$ cat src/rtl/plic_claim_master.sv
// APB4 initiator that claims a PLIC interrupt, hands the ID to a handler over valid/ready,
// waits for the handler's done, then writes the same ID back to complete it.
module plic_claim_master #(
    parameter int unsigned            ADDR_WIDTH = 32,
    parameter logic [ADDR_WIDTH-1:0]  BASE_ADDR  = 32'h0000_0000,
    parameter logic [ADDR_WIDTH-1:0]  CLAIM_OFS  = 32'h24,
    parameter int unsigned            ID_WIDTH   = 5,
    parameter int unsigned            TIMEOUT    = 16
) (
    input  logic                  pclk,
    input  logic                  presetn,
    input  logic                  en_i,
    input  logic                  irq_i,
    output logic [ADDR_WIDTH-1:0] paddr_o,
    output logic [2:0]            pprot_o,
    output logic                  psel_o,
    output logic                  penable_o,
    output logic                  pwrite_o,
    output logic [31:0]           pwdata_o,
    output logic [3:0]            pstrb_o,
    input  logic                  pready_i,
    input  logic [31:0]           prdata_i,
    input  logic                  pslverr_i,
    output logic                  id_valid_o,
    input  logic                  id_ready_i,
    output logic [ID_WIDTH-1:0]   id_o,
    input  logic                  done_i,
    output logic                  busy_o,
    output logic                  spur_o,
    output logic                  err_o
);

    localparam int unsigned           CntW      = $clog2(TIMEOUT) + 1;
    localparam logic [CntW-1:0]       CntMax    = CntW'(TIMEOUT - 1);
    localparam logic [ADDR_WIDTH-1:0] ClaimAddr = BASE_ADDR + CLAIM_OFS;

    localparam logic [3:0] StIdle     = 4'd0;
    localparam logic [3:0] StRdSetup  = 4'd1;
    localparam logic [3:0] StRdAccess = 4'd2;
    localparam logic [3:0] StDispatch = 4'd3;
    localparam logic [3:0] StWaitDone = 4'd4;
    localparam logic [3:0] StWrSetup  = 4'd5;
    localparam logic [3:0] StWrAccess = 4'd6;
    localparam logic [3:0] StGap      = 4'd7;

    logic [3:0]          state_q, state_d;
    logic [ID_WIDTH-1:0] id_q, id_d;
    logic [CntW-1:0]     cnt_q, cnt_d;
    logic                spur_q, spur_d;
    logic                err_q, err_d;
    logic                timed_out;
    logic                apb_phase, wr_phase;
    logic                unused_prdata;

    // Only the low ID_WIDTH bits of the claim register carry the ID.
    assign unused_prdata = ^prdata_i[31:ID_WIDTH];

    assign timed_out = !pready_i && (cnt_q == CntMax);

    always_ff @(posedge pclk or negedge presetn) begin
        if (!presetn) begin
            state_q <= StIdle;
            id_q    <= '0;
            cnt_q   <= '0;
            spur_q  <= 1'b0;
            err_q   <= 1'b0;
        end else begin
            state_q <= state_d;
            id_q    <= id_d;
            cnt_q   <= cnt_d;
            spur_q  <= spur_d;
            err_q   <= err_d;
        end
    end

    always_comb begin
        state_d = state_q;
        id_d    = id_q;
        cnt_d   = cnt_q;
        spur_d  = 1'b0;
        err_d   = 1'b0;
        case (state_q)
            StIdle: begin
                if (en_i && irq_i) begin
                    state_d = StRdSetup;
                    cnt_d   = '0;
                end
            end
            StRdSetup: state_d = StRdAccess;
            StRdAccess: begin
                if (pready_i) begin
                    if (pslverr_i) begin
                        err_d   = 1'b1;
                        state_d = StGap;
                    end else begin
                        id_d = prdata_i[ID_WIDTH-1:0];
                        if (prdata_i[ID_WIDTH-1:0] == '0) begin
                            spur_d  = 1'b1;
                            state_d = StGap;
                        end else begin
                            state_d = StDispatch;
                        end
                    end
                end else if (timed_out) begin
                    err_d   = 1'b1;
                    state_d = StGap;
                end else begin
                    cnt_d = cnt_q + 1'b1;
                end
            end
            StDispatch: begin
                if (id_ready_i) state_d = StWaitDone;
            end
            StWaitDone: begin
                // en_i is deliberately ignored: a claimed ID must always be completed.
                if (done_i) begin
                    state_d = StWrSetup;
                    cnt_d   = '0;
                end
            end
            StWrSetup: state_d = StWrAccess;
            StWrAccess: begin
                if (pready_i) begin
                    err_d   = pslverr_i;
                    state_d = StGap;
                end else if (timed_out) begin
                    err_d   = 1'b1;
                    state_d = StGap;
                end else begin
                    cnt_d = cnt_q + 1'b1;
                end
            end
            StGap:   state_d = StIdle;
            default: state_d = StIdle;
        endcase
    end

    assign apb_phase = (state_q == StRdSetup) || (state_q == StRdAccess) ||
                       (state_q == StWrSetup) || (state_q == StWrAccess);
    assign wr_phase  = (state_q == StWrSetup) || (state_q == StWrAccess);

    assign psel_o     = apb_phase;
    assign penable_o  = (state_q == StRdAccess) || (state_q == StWrAccess);
    assign pwrite_o   = wr_phase;
    assign paddr_o    = apb_phase ? ClaimAddr : '0;
    assign pwdata_o   = wr_phase ? 32'(id_q) : 32'h0;
    assign pstrb_o    = wr_phase ? 4'hF : 4'h0;
    assign pprot_o    = 3'b000;
    assign id_valid_o = (state_q == StDispatch);
    assign id_o       = id_q;
    assign busy_o     = (state_q != StIdle);
    assign spur_o     = spur_q;
    assign err_o      = err_q;

endmodule

$ cat config.mk
export PLATFORM = sky130hd
export DESIGN_NAME = plic_claim_master
export DESIGN_NICKNAME = d
export VERILOG_FILES = /design/src/rtl/plic_claim_master.sv
export SDC_FILE = /design/constraint.sdc
export NUM_CORES = 1
export LEC_CHECK = 0
export BUFFER_PORTS_ARGS = -buffer_cell sky130_fd_sc_hd__buf_2
export CAP_MARGIN = 10
export CORE_UTILIZATION = 39
export CTS_BUF_LIST = sky130_fd_sc_hd__clkbuf_8
export DETAILED_ROUTE_END_ITERATION = 10
export PLACE_DENSITY = 0.86
export SYNTH_ARGS = -nofsm -noshare
export SYNTH_HDL_FRONTEND = slang
export SYNTH_SLANG_ARGS = --single-unit
$ cat constraint.sdc
create_clock -name pclk -period 2 [get_ports pclk]
set_input_delay 0.2 -clock pclk [delete_from_list [all_inputs] [get_ports pclk]]
set_output_delay 0.2 -clock pclk [all_outputs]
set_load 0.02 [all_outputs]
==> key figures <==
STA
  – Crit share post-route: between 90% and 100%
  – Slew headroom: 62.7%
  – Final Hold Vio Count: 0
  – Final min period: ~1900 ps
  – Setup Viol. Count Final: 0
  – RSZ-0062 raised after global routing: no
  – PnR worst setup slack: around 120 ps
  – Sum Neg Setup Slack: 0 ps
  – Post-Route Skew: around 1.4 ps
  – Fmax: 531 MHz
  – Slew Limit Fails: 0
  – WHS: between 100 and 150 ps
  – Worst slew pin tran: between 500 and 600 ps

Place
  – Pre-CTS WS: approximately 83 ps
  – Placed cell area: between 1000 and 1500 sq um
  – GP Congestion: 0.830
  – PortBufs: 35
  – DP Wirelength: roughly 1700 um

Floorplanning
  – Initial Util: between 40% and 50%
  – # IOs: 123
  – Die height: 61.9 um
  – Die width: 61.9 um
  – Core Rows: 21
  – Core area: 3390 sq um
  – Die Area: roughly 3800 sq um

Drt
  – DRC: 0
  – Via count: 901
  – Vias/cell: between 4 and 5
  – Antenna Violating Nets Remaining: 0
  – Pre-antenna DRT Iters: 4
  – Wire per inst: between 9 and 10 um
  – WL final: ~2100 um
  – Initial DRC count: 21

Power and ir drop
  – Comb power frac: 45.6%
  – NetSw: slightly below 0.0006 W
  – Pleak: between 0.8 and 0.9 nW
  – Int Power: 0.000815 W
  – Seq pwr share: 37.8%
  – Tot Pwr: approximately 0.0014 W
  – Power density over the cells: about 1000 nW/um^2
  – Clk pwr share: between 10% and 20%
  – Switching Fraction: between 40% and 50%
  – Largest vdd supply drop: between 300 and 400 uV

Cells and area
  – Fillcell total: ~360
  – Total inserted antenna cells: 0
  – Nets: approximately 220
  – Most frequent cells in the layout: conb_1, buf_2, dfrtp_1
  – Final Cell Area: roughly 1400 sq um
  – Most common cell after layout, fill and taps aside: conb_1
  – Share of cells above drive strength 1: a little under a third
  – Layout area overhead: 0.893%

Global route
  – Largest net degree at the start of global routing: 17
  – Gr usage total: around an eighth
  – First-pass GRT wire length: 3170 um
  – Vias in the first global route: ~700
  – Initial antenna violation count: 0
  – Total grt overflow: 0

CTS
  – CTS tree: built
  – Root buffer cell: clkbuf_8
  – CTS clk-pin slew, worst paths: roughly 60 ps
  – Htree depth: 1
  – Total CTS buffers: 3
  – Clock Sinks: 16
  – Worst-Skew Late Latency: ~250 ps
  – CTS Buffer Depth: 2

Worst setup path
  – Critical Path End Type: flop
  – Critical Path AT: 2020 ps
  – Startpoint types: flop
  – Setup CP Type: flop to flop
  – CP Max Fanout: 5
  – Critical Path RT: 2130 ps

Logic synthesis
  – Seq cells post-synth: 16
  – Synth warn: 0
  – Seq/Total Area, Yosys: 28.6%
  – Post-synth top flop: dfrtp_1
  – Syn avg cell area: ~9.5 sq um
  – Cell area after synthesis: approximately 1400 sq um
  – Post-synth EDFFs: 0
  – Post-synth ARST share: 100%
  – Gate Count Post-Synth: 147
  – Unique masters post-synth: slightly above 40

Flow run
  – Max cap viols: 0

Worst hold path
  – Class of the worst hold path: primary input to flop

Outcome
  – Outcome: complete, no violations
[what timing repair did]
action | in CTS | in global routing
endpoints found under the setup margin | 0 | 14
hold endpoints to repair | 16 | 0
resized for setup | 0 | 5
buffers inserted | 0 | 1
hold buffers | 1 | 0
[worst paths after layout]
check | start | to | slack (ps) | cells after the start
max | cnt_q[0]$_DFFE_PN0P_ | cnt_q[3]$_DFFE_PN0P_ | 120 | 6
min | prdata_i[1] | spur_o$_DFF_PN0_ | 140 | 2
max reg2reg | cnt_q[0]$_DFFE_PN0P_ | cnt_q[3]$_DFFE_PN0P_ | 120 | 6
min reg2reg | id_o[4]$_DFFE_PN0P_ | id_o[4]$_DFFE_PN0P_ | 520 | 1
max in group asynchronous | presetn | state_q[1]$_DFFE_PN0P_ | 1320 | 2
min in group asynchronous | presetn | cnt_q[2]$_DFFE_PN0P_ | 400 | 2
[per-stage QoR]
stage / std cells / utilization, %
after floorplan: 207 / -
after global placement: 219 / 39.5
after detailed placement: 219 / 39.5
after CTS: 223 / 41.0
after global routing: 224 / 41.7
final: 224 / 41.7
[layout make-up]
class | instances | area (sq um) | area share (%)
sequential | 16 | 403 | 28.5
inverter | 4 | 16.3 | 1.15
multi-input combinational | 118 | 702 | 49.7
timing repair buffer | 37 | 193 | 13.6
tap | 46 | 57.6 | 4.07
clock buffer | 3 | 41.3 | 2.92
[registers in the layout (all words and copies together), names as in the netlist]
name     count
cnt_q        5
spur_o       1
err_o        1
id_o         5
state_q      4
[cells in the mapped netlist (all sizes together) (2+ instances only)]
master / count / area (sq um)
and2: 5 / 31.3
buf: 69 / 519
a21o: 2 / 15.0
or4: 3 / 26.3
nor4: 3 / 18.8
nor3: 3 / 15.0
a31oi: 2 / 12.5
ha: 2 / 25.0
mux2: 5 / 75.1
dfrtp: 16 / 400
nor3b: 2 / 20.0
nor2: 3 / 11.3
a22o: 2 / 17.5
or2: 2 / 12.5
o21ai: 3 / 15.0
nand2: 3 / 11.3
inv: 3 / 11.3
[layer usage]
| metal | share of wire, % | global-route usage (%) | vias up |
|---|---|---|---|
| met5 | 0 | 0 | - |
| met4 | 2.9 | 9.52 | 0 |
| met3 | 7.6 | 2.07 | 4 |
| met2 | 47 | 18.0 | 56 |
| met1 | 42 | 14.5 | 406 |
| li1 | - | - | 435 |
[power groups by stage]
stage          Sequential, W  Clock (W)  Combinational [W]
2_1_floorplan       0.000541          0           0.000596
3_3_place_gp        0.000531          0           0.000610
3_5_place_dp        0.000536          0           0.000620
4_1_cts             0.000530   0.000242           0.000624
5_1_grt             0.000561   0.000256           0.000710
6_report            0.000533   0.000234           0.000643
[critical path: stages, from the launching register on]
cell and delay [ps]:
dfrtp_1 400, ha_1 230, and3_1 180, ha_1 230, or2_4 270, o211a_1 220, a211o_1 220
[logic make-up (layout without fill, tap and decap cells)]
logic type / Yosys count / count (layout) / synth area share [%]
AOI/OAI and AO/OA: 18 / 18 / 9.83
xor gates and xnor gates: 1 / 1 / 0.626
adders and majority gates: 2 / 2 / 1.79
buffers and inverters: 73 / 44 / 38.2
DFF: 16 / 16 / 28.6
muxes: 6 / 6 / 6.08
other: 1 / 61 / 0.268
and+or+nand+nor: 30 / 30 / 14.6
Power figures use the tool's default switching activity.
